$ cat config.mk
export PLATFORM = sky130hd
export DESIGN_NAME = pipe_stage_buf
export DESIGN_NICKNAME = d
export VERILOG_FILES = /design/src/rtl/pipe_stage_buf.sv
export SDC_FILE = /design/constraint.sdc
export NUM_CORES = 1
export LEC_CHECK = 0
export CELL_PAD_IN_SITES_DETAIL_PLACEMENT = 0
export CELL_PAD_IN_SITES_GLOBAL_PLACEMENT = 1
export CORE_ASPECT_RATIO = 0.5
export CORE_MARGIN = 10
export CORE_UTILIZATION = 39
export DETAILED_ROUTE_END_ITERATION = 16
export PLACE_DENSITY = 0.78
export SLEW_MARGIN = 30
export SYNTH_ARGS = -nofsm -noshare
export SYNTH_HDL_FRONTEND = slang
export SYNTH_SLANG_ARGS = --single-unit
$ cat constraint.sdc
create_clock -name clk -period 2.2 [get_ports clk]
set_clock_uncertainty 0.1 [all_clocks]
set_input_delay 0.44 -clock clk [delete_from_list [all_inputs] [get_ports clk]]
set_output_delay 0.44 -clock clk [all_outputs]
set_load 0.05 [all_outputs]
$ cat src/rtl/pipe_stage_buf.sv
// rtl/pipe_stage_buf.sv - pipeline-stage register with valid/ready handshake, optional skid entry, flush and kill
//
// Parameters
//   DW   : write-data width per write-back channel
//   RW   : register-index width per channel
//   NWB  : number of write-back channels (1..4)
//   SKID : 1 = head + skid entry, registered in_ready; 0 = single entry, combinational in_ready
//
// Ports
//   clk, rst_n            : clock (rising edge), asynchronous active-low reset
//   in_valid / in_ready   : upstream handshake
//   in_kill               : instruction travels down the pipe but writes nothing
//   in_we / in_wr / in_wd : per-channel write enable, index, data (channel k at [k*W +: W])
//   in_pc                 : debug PC
//   flush                 : synchronous clear of all held entries
//   out_valid / out_ready : downstream handshake
//   out_we / out_wr / out_wd / out_pc : head entry payload (out_we gated by out_valid)
//   occupancy             : number of held entries, 0..2
module pipe_stage_buf #(
    parameter int DW   = 32,
    parameter int RW   = 5,
    parameter int NWB  = 1,
    parameter int SKID = 1
) (
    input  logic              clk,
    input  logic              rst_n,
    input  logic              in_valid,
    output logic              in_ready,
    input  logic              in_kill,
    input  logic [NWB-1:0]    in_we,
    input  logic [NWB*RW-1:0] in_wr,
    input  logic [NWB*DW-1:0] in_wd,
    input  logic [31:0]       in_pc,
    input  logic              flush,
    output logic              out_valid,
    input  logic              out_ready,
    output logic [NWB-1:0]    out_we,
    output logic [NWB*RW-1:0] out_wr,
    output logic [NWB*DW-1:0] out_wd,
    output logic [31:0]       out_pc,
    output logic [1:0]        occupancy
);

    // Head (H) entry
    logic              h_valid_q, h_valid_d;
    logic [NWB-1:0]    h_we_q,    h_we_d;
    logic [NWB*RW-1:0] h_wr_q,    h_wr_d;
    logic [NWB*DW-1:0] h_wd_q,    h_wd_d;
    logic [31:0]       h_pc_q,    h_pc_d;

    // Skid (S) entry; never loaded when SKID=0
    logic              s_valid_q, s_valid_d;
    logic [NWB-1:0]    s_we_q,    s_we_d;
    logic [NWB*RW-1:0] s_wr_q,    s_wr_d;
    logic [NWB*DW-1:0] s_wd_q,    s_wd_d;
    logic [31:0]       s_pc_q,    s_pc_d;

    logic           accept;
    logic           retire;
    logic           load_h;
    logic           load_s;
    logic           move_sh;
    logic [NWB-1:0] we_masked;

    // With a skid entry, in_ready depends only on a flop so the upstream
    // ready path is cut; without it, a draining head frees the slot at once.
    assign in_ready = (SKID != 0) ? ~s_valid_q : (~h_valid_q | out_ready);

    assign accept    = in_valid & in_ready & ~flush;
    assign retire    = h_valid_q & out_ready;
    assign we_masked = in_we & ~{NWB{in_kill}};

    // Input goes to H when H is free or being retired; otherwise to S.
    // accept is impossible while S is valid, so load_h never collides with move_sh.
    assign load_h  = accept & (~h_valid_q | retire);
    assign load_s  = (SKID != 0) & accept & h_valid_q & ~retire;
    assign move_sh = s_valid_q & retire & ~flush;

    always_comb begin
        h_valid_d = h_valid_q;
        h_we_d    = h_we_q;
        h_wr_d    = h_wr_q;
        h_wd_d    = h_wd_q;
        h_pc_d    = h_pc_q;
        s_valid_d = s_valid_q;
        s_we_d    = s_we_q;
        s_wr_d    = s_wr_q;
        s_wd_d    = s_wd_q;
        s_pc_d    = s_pc_q;

        if (load_h) begin
            h_valid_d = 1'b1;
            h_we_d    = we_masked;
            h_wr_d    = in_wr;
            h_wd_d    = in_wd;
            h_pc_d    = in_pc;
        end else if (move_sh) begin
            h_valid_d = 1'b1;
            h_we_d    = s_we_q;
            h_wr_d    = s_wr_q;
            h_wd_d    = s_wd_q;
            h_pc_d    = s_pc_q;
        end else if (retire) begin
            h_valid_d = 1'b0;
        end

        if (load_s) begin
            s_valid_d = 1'b1;
            s_we_d    = we_masked;
            s_wr_d    = in_wr;
            s_wd_d    = in_wd;
            s_pc_d    = in_pc;
        end else if (move_sh) begin
            s_valid_d = 1'b0;
        end

        // Flush wins over everything; data and PC are left stale on purpose.
        if (flush) begin
            h_valid_d = 1'b0;
            s_valid_d = 1'b0;
            h_we_d    = '0;
            s_we_d    = '0;
        end
    end

    always_ff @(posedge clk or negedge rst_n) begin
        if (!rst_n) begin
            h_valid_q <= 1'b0;
            h_we_q    <= '0;
            h_wr_q    <= '0;
            h_wd_q    <= '0;
            h_pc_q    <= '0;
            s_valid_q <= 1'b0;
            s_we_q    <= '0;
            s_wr_q    <= '0;
            s_wd_q    <= '0;
            s_pc_q    <= '0;
        end else begin
            h_valid_q <= h_valid_d;
            h_we_q    <= h_we_d;
            h_wr_q    <= h_wr_d;
            h_wd_q    <= h_wd_d;
            h_pc_q    <= h_pc_d;
            s_valid_q <= s_valid_d;
            s_we_q    <= s_we_d;
            s_wr_q    <= s_wr_d;
            s_wd_q    <= s_wd_d;
            s_pc_q    <= s_pc_d;
        end
    end

    assign out_valid = h_valid_q;
    assign out_we    = h_we_q & {NWB{h_valid_q}};
    assign out_wr    = h_wr_q;
    assign out_wd    = h_wd_q;
    assign out_pc    = h_pc_q;
    assign occupancy = {1'b0, h_valid_q} + {1'b0, s_valid_q};

endmodule

# == Word level (Yosys, flattened, before mapping) ==
# Index checks and enable logic that the tools add are counted.
# totals
output_inout_bits,74
regBits,142
# op_classes
bitwise,16
add_sub_neg,1
n_reduce_logical,5
muxes,18
# ops
cell,count
$mux 32,4
$mux 1,12
$and 1x1->1,10
$mux 5,2
$reduce_bool 3->1,2
$not 1->1,5
$reduce_bool 2->1,2
$reduce_bool 4->1,1
$add 1x1->2,1
$or 1x1->1,1

# == Longest topological paths before layout ==
# Gate-level depths: netlist (run 1).
# logic_depth
word_depth,7
mapped_depth,6
depth_no_buf,3

# == Worst setup path before layout (run 1) ==
# Ideal clock, no wire load.
# synth_path
path_type,register -> register
from,register h_valid_q (netlist: out_valid)
to,register h_pc_q[18] (netlist: out_pc[18])
setup_ns,0.126
required_ns,1.974
arrival_time_ns,1.760
path_stages_with_launch,7
path_slack_ns,0.214
cell_sequence,dfrtp_1 and4b_2 buf_2 a21oi_4 buf_6 buf_6 a221o_1
# synth_between
elab_chain_cells,4
# synth_lines
element,line,rtl
"start, declared",45,"logic h_valid_q, h_valid_d;"
"start signal, assigned",139,h_valid_q <= h_valid_d;
$and 1x1->1 or $not 1->1 (tied branches),"70, 75",
$or 1x1->1 or $and 1x1->1 (tied branches),"75, 77",
"$and 1x1->1, on equally long branches","75, 77",
$mux 32 or $reduce_bool 2->1 (tied branches),--,
"end signal, assigned",143,h_pc_q <= h_pc_d;
"end, declared",49,"logic [31:0] h_pc_q, h_pc_d;"
# Several ways; a longest one is shown, not always the timed one.
# A chain may end at the register's enable or synchronous reset.

# == Final worst setup path (run 1) ==
# layout_path
from,register h_pc_q[27] (netlist: out_pc[27])
to,output port out_pc[27]
# layout_lines
element,line,rtl
"end, declared",40,"output logic [31:0] out_pc,"
# No word-level cell between the ends.

==> run summary, run 1 <==
The maximum resistive drop on vdd came out at 0.528 mV. On the critical path the largest part of the delay comes from buffers and inverters. STA classifies the critical path endpoint as an output pin. The final number of setup-violating endpoints was 0; the post-detailed-placement half-perimeter wirelength was 10400 microns. The area share of the leading cell type in the synthesized netlist was 60.7%; the number of nets in the finished design was 640. The via count of the first global-routing pass was 4471. The post-synthesis to final-layout area growth was 42.5%; the maximum number of pins on one net before global-route repair was 60. The floorplan step set the die height to 107 microns.

The H-tree was split into 4 levels. The slowest stage of the critical path belongs to the cell clkdlybuf4s50_1. The run finished with clean final reports.

The number of vias in the routed layout was 4154. The detail route stage leaves a number of antenna-violating nets equal to 0. The final routed DRC violation total was 0. The post-CTS setup buffer count was 0; the global placement routability congestion was 0.738. The tools report the root buffer selected by CTS as clkbuf_16. Setup repair after global routing left no endpoint under its margin. The number of nets in the synthesized netlist is 486.

The post-synthesis sequential element count is 142. Once layout is done, the placed cells without fillers occupy 8350 sq um. Summed over all nets, the switching power comes to 2.76 mW. For the combinational share of power, the log shows 25.5%. The total core area was 14600 sq um; the number of max-capacitance violations reported was 0. At the pin with the least slew margin, the transition time is 0.567 ns.

The total power density per cell area works out to 1090 nW/um^2. The worst setup path is launched from a flop. The signal on the critical path passes through clkdlybuf4s50_1.

Of the total power, registers draw 38.7%. The switching power as a share of total power works out to 30.3%. Summing all placed instances gives a cell area of 7660 sq um. The total count of max-transition violations in the final report is 0. After routing, the total negative slack on setup checks comes to 0 ns.

The floorplan step defined a die boundary enclosing 20600 sq um. Data arrives at the worst endpoint at 1.63 ns. The final layout contains routed wiring with a total length of 15900 microns. On the final layout, the worst hold slack is 0.395 ns.

After synthesis the cells add up to 5860 sq um. The logs give 1.66 ns for the worst endpoint required time and 3.88 nW for the leakage component of the power. The initial antenna violation count came out at 0. The total clock buffers created by CTS was 17. Insertion delay to the later sink of the worst-skew pair: 0.40 ns. Critical path class: flop to output pin.

In this design, the stage delay of the slowest critical-path cell is 0.83 ns. Total buffers and inverters traversed by the critical path: 1. Leading area contributor after synthesis: dfrtp_1.

The run gives 142 as the clock net sink count. The cell count after synthesis came out at 409. The routed wire length per instance is 20.5 microns. The tools report the first-pass GRT wire length as 25200 microns. Global routing used 14.9% of the available tracks across all layers.

The layout has 1221 filler cells. The highest clock frequency the design can meet is 0.461 GHz. The internal power came out at 6.36 mW. Of all nets on the critical path, the largest fanout is 2.

In the finished design, the share of the clock period the worst path needs comes to 98.6%. The floorplan die width is 193 microns. Yosys printed 0 warnings.

The tools report the number of standard-cell rows in the floorplan as 31. The worst hold path belongs to the class flop to flop. The proportion of synthesized chip area in sequential cells is 60.7%, and the average via count per standard cell is 5.37. 0 antenna diodes ended up in the layout.

After the first detailed-routing iteration, the DRC count stood at 320. TritonCTS built the clock tree. The clock tree buffer depth is 2, and the fraction of layout cells with a size suffix above 1 is 23.3%. The number of buffers added on ports was 149.

In the layout the commonest cells are dfrtp_1, clkdlybuf4s50_1, a221o_1, mux2_2, and3_1. Leaving out fill and tap cells, the most frequent cell in the layout is dfrtp_1. The clock-pin slew on the worst setup and hold paths was 0.06 ns; the detailed-router iteration count before antenna repair was 4.

Cells fill 57.2% of the core in the end. The total congestion overflow is 0. The synthesized area per cell was 14.3 sq um; the boundary pin count was 150. The smallest clock period supported by the final layout is computed as 2.17 ns. The worst slew slack as a fraction of its limit was 62.2%; the fraction of power consumed by the clock network was 35.7%. The starting density of the core came out at 40.2%. The synthesized netlist contains 25 unique library cells. The number of hold-slack violations in the final timing report was 0. Ranked by total cell area, the synthesized netlist is headed by dfrtp_1, mux2_2, a221o_1, and3_1, clkbuf_8.
## through the flow
stage | setup slack [ns] | power (mW) | instances
6_report | 0.0315 | 9.13 | 774
5_1_grt | 0.00409 | 9.50 | 774
4_1_cts | 0.0111 | 9.24 | 774
3_5_place_dp | -0.0855 | 5.92 | 741
3_3_place_gp | -0.0498 | 5.87 | 741
2_1_floorplan | 0.214 | 4.97 | 409
## registers in the layout, summed over array words and instances, names as in the netlist
register / flops
s_wr_q: 5
s_valid_q: 1
h_we_q: 1
s_we_q: 1
out_wr: 5
s_pc_q: 32
out_wd: 32
out_valid: 1
s_wd_q: 32
out_pc: 32
## worst paths after layout
check                                          to  depth (start not counted)  slack, ns              startpoint
max                                    out_pc[27]                          1       0.03  out_pc[27]$_DFFE_PN0P_
min                        out_wd[14]$_DFFE_PN0P_                          1       0.40  s_wd_q[14]$_DFFE_PN0P_
max reg2reg                out_pc[11]$_DFFE_PN0P_                          3       0.43   out_valid$_DFFE_PN0P_
min reg2reg                out_wd[14]$_DFFE_PN0P_                          1       0.40  s_wd_q[14]$_DFFE_PN0P_
max in group asynchronous   out_wd[6]$_DFFE_PN0P_                          3       0.86                   rst_n
min in group asynchronous  out_pc[16]$_DFFE_PN0P_                          2       0.48                   rst_n
## worst register-to-register path, stage by stage (launching register included)
cell and delay [ns]:
dfrtp_1 0.51, and4b_2 0.33, buf_4 0.50, a221o_1 0.27
## metal layers
layer	track usage [%]	vias up	routed length [microns]
met2	26.7	68	8360
met4	4.46	0	130
met5	0	-	0
met3	3.45	8	454
met1	17.7	2189	6940
li1	-	1889	-
## synthesized netlist by cell type
library cell  count
and3_2            1
clkbuf_1         21
nand2_2           1
and4b_2           1
nand2b_1          3
a21oi_1           3
mux2i_1           1
a31o_2            1
clkbuf_8          7
nor3b_4           1
buf_2             7
a211oi_1          1
o211ai_1          1
mux2_2           69
and2_1            1
and2b_1           1
and3_1           68
a21oi_4           1
o21ai_0           2
nand2_1           1
a221o_1          69
buf_6             2
inv_1             3
dfrtp_1         142
ha_1              1
## layout make-up
class / count / area (sq um) / area share (%)
tap: 198 / 248 / 2.97
clock buffer: 19 / 433 / 5.19
clock inverter: 13 / 235 / 2.82
sequential: 142 / 3550 / 42.6
multi-input combinational: 227 / 2070 / 24.8
inverter: 3 / 11.3 / 0.135
timing repair buffer: 172 / 1800 / 21.5
## repair_timing
item                                    in CTS  in global routing
endpoints found under the setup margin       1                  2
gates resized for setup                      1                  2
endpoints found under the hold margin       56                  0
hold buffers                                 1                  0
## power groups by stage
stage               sequential, mW  clock, mW  combinational, mW
global placement              3.55          0               2.32
detailed placement            3.56          0               2.36
finish                        3.54       3.26               2.33
global route                  3.60       3.45               2.45
floorplan                     4.30          0              0.666
CTS                           3.53       3.34               2.36
## cells by family after synthesis
logic type / Yosys count / share of synthesized area [%]
AO/OA/AOI/OAI: 78 / 12.9
adder cells (fa/ha/maj): 1 / 0.214
buffers and inverters: 40 / 4.16
flip-flops: 142 / 60.7
multiplexers: 70 / 13.4
AND/OR/NAND/NOR: 78 / 8.63
Note: power is estimated with default switching activity, not from simulation.
==> run 2: changes to the inputs <==
- SETUP_SLACK_MARGIN: default -> 0.1
==> run 2 against run 1 <==
  * Utilization is 0.62 points lower
  * Clock power hardly changed
  * First-iteration DRC count is 13% lower
  * Non-clock buffer count stayed put
  * Worst hold slack worse by 0.00094 ns
  * Final cell count stayed put
  * Sequential power hardly changed
  * Wire length is 0.28% lower
  * Critical path type unchanged
  * Global-route usage hardly changed
  * Die area stayed put
  * Critical path depth is 1 higher
  * Total power is 1.9% lower
==> run summary, run 2 (synthesized netlist as in run 1, its figures left out) <==
TritonCTS built the clock tree. The chip height was 107 microns (unchanged). The critical-path cell with the highest stage delay was dfrtp_1. The portion of the clock cycle consumed by the worst path in the final layout works out to 88.3% (-10 points). The logs give 25200 microns (-0.16%) for the first-pass GRT wire length and 1.40 ns (-0.23 ns) for the data arrival time at the worst-slack endpoint. The run gives 4167 (+0.31%) as the number of vias in the routed layout.

The maximum resistive drop on vdd is 0.527 mV (about the same). For the highest clock frequency the design can meet, the log shows 0.515 GHz (+12%). The logs give 7660 sq um (unchanged) for the standard cell area after detailed placement and 14.9% (-0.027 points) for the aggregate global-route resource usage. The top cell types in the final layout, fill and taps aside, are dfrtp_1, clkdlybuf4s50_1, a221o_1, mux2_2, dlygate4sd2_1. Number of buffers added on ports: 149 (unchanged). The fraction of layout cells with a size suffix above 1 works out to 23.3% (unchanged). For the starting density of the core, the log shows 40.2% (unchanged). Grouping stages by cell kind, the critical path spends the most delay in flip-flops.

In this run the clock root is driven by a clkbuf_16. The tightest min-delay check is of the flop to flop type. The nature of the critical path endpoint was an output pin.

The run finished with clean final reports. The tools report the number of max-capacitance violations reported as 0 (unchanged). The worst setup path is of the flop to output pin kind.

Register area: 3550 sq um (unchanged). Area of the multi-input gates: 2070 sq um (unchanged). The critical path goes through ha_1 -> buf_4. For the number of hold-slack violations in the final timing report, the log shows 0 (unchanged). The library cell used most frequently in the layout, excluding fill and tap cells, is dfrtp_1. The average via count per standard cell is 5.38 (+0.31%). The highest cell delay on the worst timing path is 0.48 ns (-0.35 ns). For the worst slew slack as a fraction of its limit, the log shows 62.2% (about the same).

The routed wire length per instance works out to 20.5 microns (-0.28%). The post-detailed-placement half-perimeter wirelength is 10400 microns (unchanged). The leakage component of the power came out at 4.02 nW (+3.6%). The total count of max-transition violations in the final report was 0 (unchanged); the clock tree buffer depth was 2 (unchanged).

The total wire length was 15800 microns (-0.28%); the total core area was 14600 sq um (unchanged). The post-CTS setup buffer count is 0 (unchanged), and the maximum number of pins on one net before global-route repair is 60 (unchanged). The count of inserted antenna diode cells is 0 (unchanged). The tools report the boundary pin count as 150 (unchanged).

The iteration-0 DRC count of the detailed router is 278 (-13%), and the shortest period the worst path allows is 1.94 ns (-0.226 ns). The clock-pin slew on the worst setup and hold paths is 0.06 ns (about the same). The total congestion overflow was 0 (unchanged); the total clock buffers created by CTS was 17 (unchanged). The final design area excluding fillers was 8260 sq um (-1.1%); the initial antenna violation count was 0 (unchanged).

Setup repair after global routing left no endpoint under its margin. The tools report the detailed-router iteration count before antenna repair as 5 (+1). Register-to-register setup slack: 0.43 ns (about the same). The post-synthesis to final-layout area growth is 40.9%, and the total power is 8.96 mW (-1.9%). The via count of the first global-routing pass was 4473 (+0.045%); the total power density per cell area was 1080 nW/um^2 (-0.81%). The number of nets in the finished design was 640 (unchanged); the largest driver fanout on the critical path was 9 (+7). For the number of fillers in the final layout, the log shows 1243 (+1.8%). The insertion delay to the later sink of the worst-skew pair was 0.40 ns (about the same); the global placement routability congestion was 0.738 (unchanged). The floorplan die width is 193 microns (unchanged), and the worst endpoint required time is 1.66 ns (about the same). The clock net sink count is 142 (unchanged). The tools report the final core utilization as 56.6% (-0.62 points).

The worst setup path is launched from a flop. The floorplan die area was 20600 sq um (unchanged). The number of standard-cell rows in the floorplan is 31 (unchanged). Number of nets with antenna violations after detailed routing: 0 (unchanged). Total buffers and inverters traversed by the critical path: 1 (unchanged). The final routed DRC violation total is 0 (unchanged).

Final number of setup-violating endpoints: 0 (unchanged). The slew at the pin closest to its max-slew limit came out at 0.567 ns (-0.0000817 ns). The run gives 4 (unchanged) as the H-tree level count.
## run 2: cell types whose count changed in the layout (fill, tap and decap cells not counted)
cell | previous run | this run
dlymetal6s2s_1 | 2 | 0
dlygate4sd2_1 | 1 | 69
clkdlybuf4s50_1 | 140 | 74
## run 2: worst reg2reg max path: cells and delay by family (launching register included)
family	cells	cell delay (ns)
AO/OA/AOI/OAI	1	0.27
buffers and inverters	1	0.50
AND/OR/NAND/NOR	1	0.33
flip-flops	1	0.51
## run 2: area by class of cell
type | count | area share, %
clock buffers | 19 | 5.24
clock inverters | 13 | 2.85
inverters | 3 | 0.136
multi-input cells | 227 | 25.1
flip-flops and latches | 142 | 43.0
well taps | 198 | 3.00
repair buffers | 172 | 20.7
## run 2: worst paths after layout
check / from / to / cells past startpoint
hold reg to reg: s_wd_q[14]$_DFFE_PN0P_ / out_wd[14]$_DFFE_PN0P_ / 1
hold / removal: s_wd_q[14]$_DFFE_PN0P_ / out_wd[14]$_DFFE_PN0P_ / 1
max in group asynchronous: rst_n / out_wd[6]$_DFFE_PN0P_ / 3
setup / recovery: out_valid$_DFFE_PN0P_ / occupancy[0] / 2
setup reg to reg: out_valid$_DFFE_PN0P_ / out_wd[25]$_DFFE_PN0P_ / 3
min in group asynchronous: rst_n / out_pc[16]$_DFFE_PN0P_ / 2
## run 2: through the flow
| step | std cells | setup WS [ns] | TNS, ns | hold slack [ns] |
|---|---|---|---|---|
| floorplan | 409 | 0.214 | 0 | 0.0444 |
| global placement | 741 | -0.0498 | -2.54 | 0.357 |
| detailed placement | 741 | -0.0855 | -6.86 | 0.356 |
| CTS | 774 | 0.233 | 0 | 0.398 |
| global route | 774 | 0.170 | 0 | 0.412 |
| finish | 774 | 0.258 | 0 | 0.394 |
## run 2: layer usage
metal  routed length, microns  track usage [%]  vias to the layer above  share of wire, %
li1                         -                -                     1895                 -
met1                     6880             17.6                     2192                43
met2                     8360             26.7                       72                53
met3                      460             3.45                        8               2.9
met4                      130             4.46                        0              0.82
met5                        0                0                        -                 0
## run 2: repair_timing
action / 4_1_cts / 5_1_grt
hold buffers: 1 / 0
endpoints found under the setup margin: 69 / 0
hold endpoints to repair: 56 / 0
gates resized for setup: 69 / 0
## run 2: power breakdown
part | leakage, nW | internal, mW | switching [mW] | total, mW
Sequential | 1.76 | 3.20 | 0.325 | 3.52
Clock | 0.319 | 2.14 | 1.12 | 3.26
Combinational | 1.94 | 0.863 | 1.30 | 2.17
Total | 4.02 | 6.20 | 2.75 | 8.96
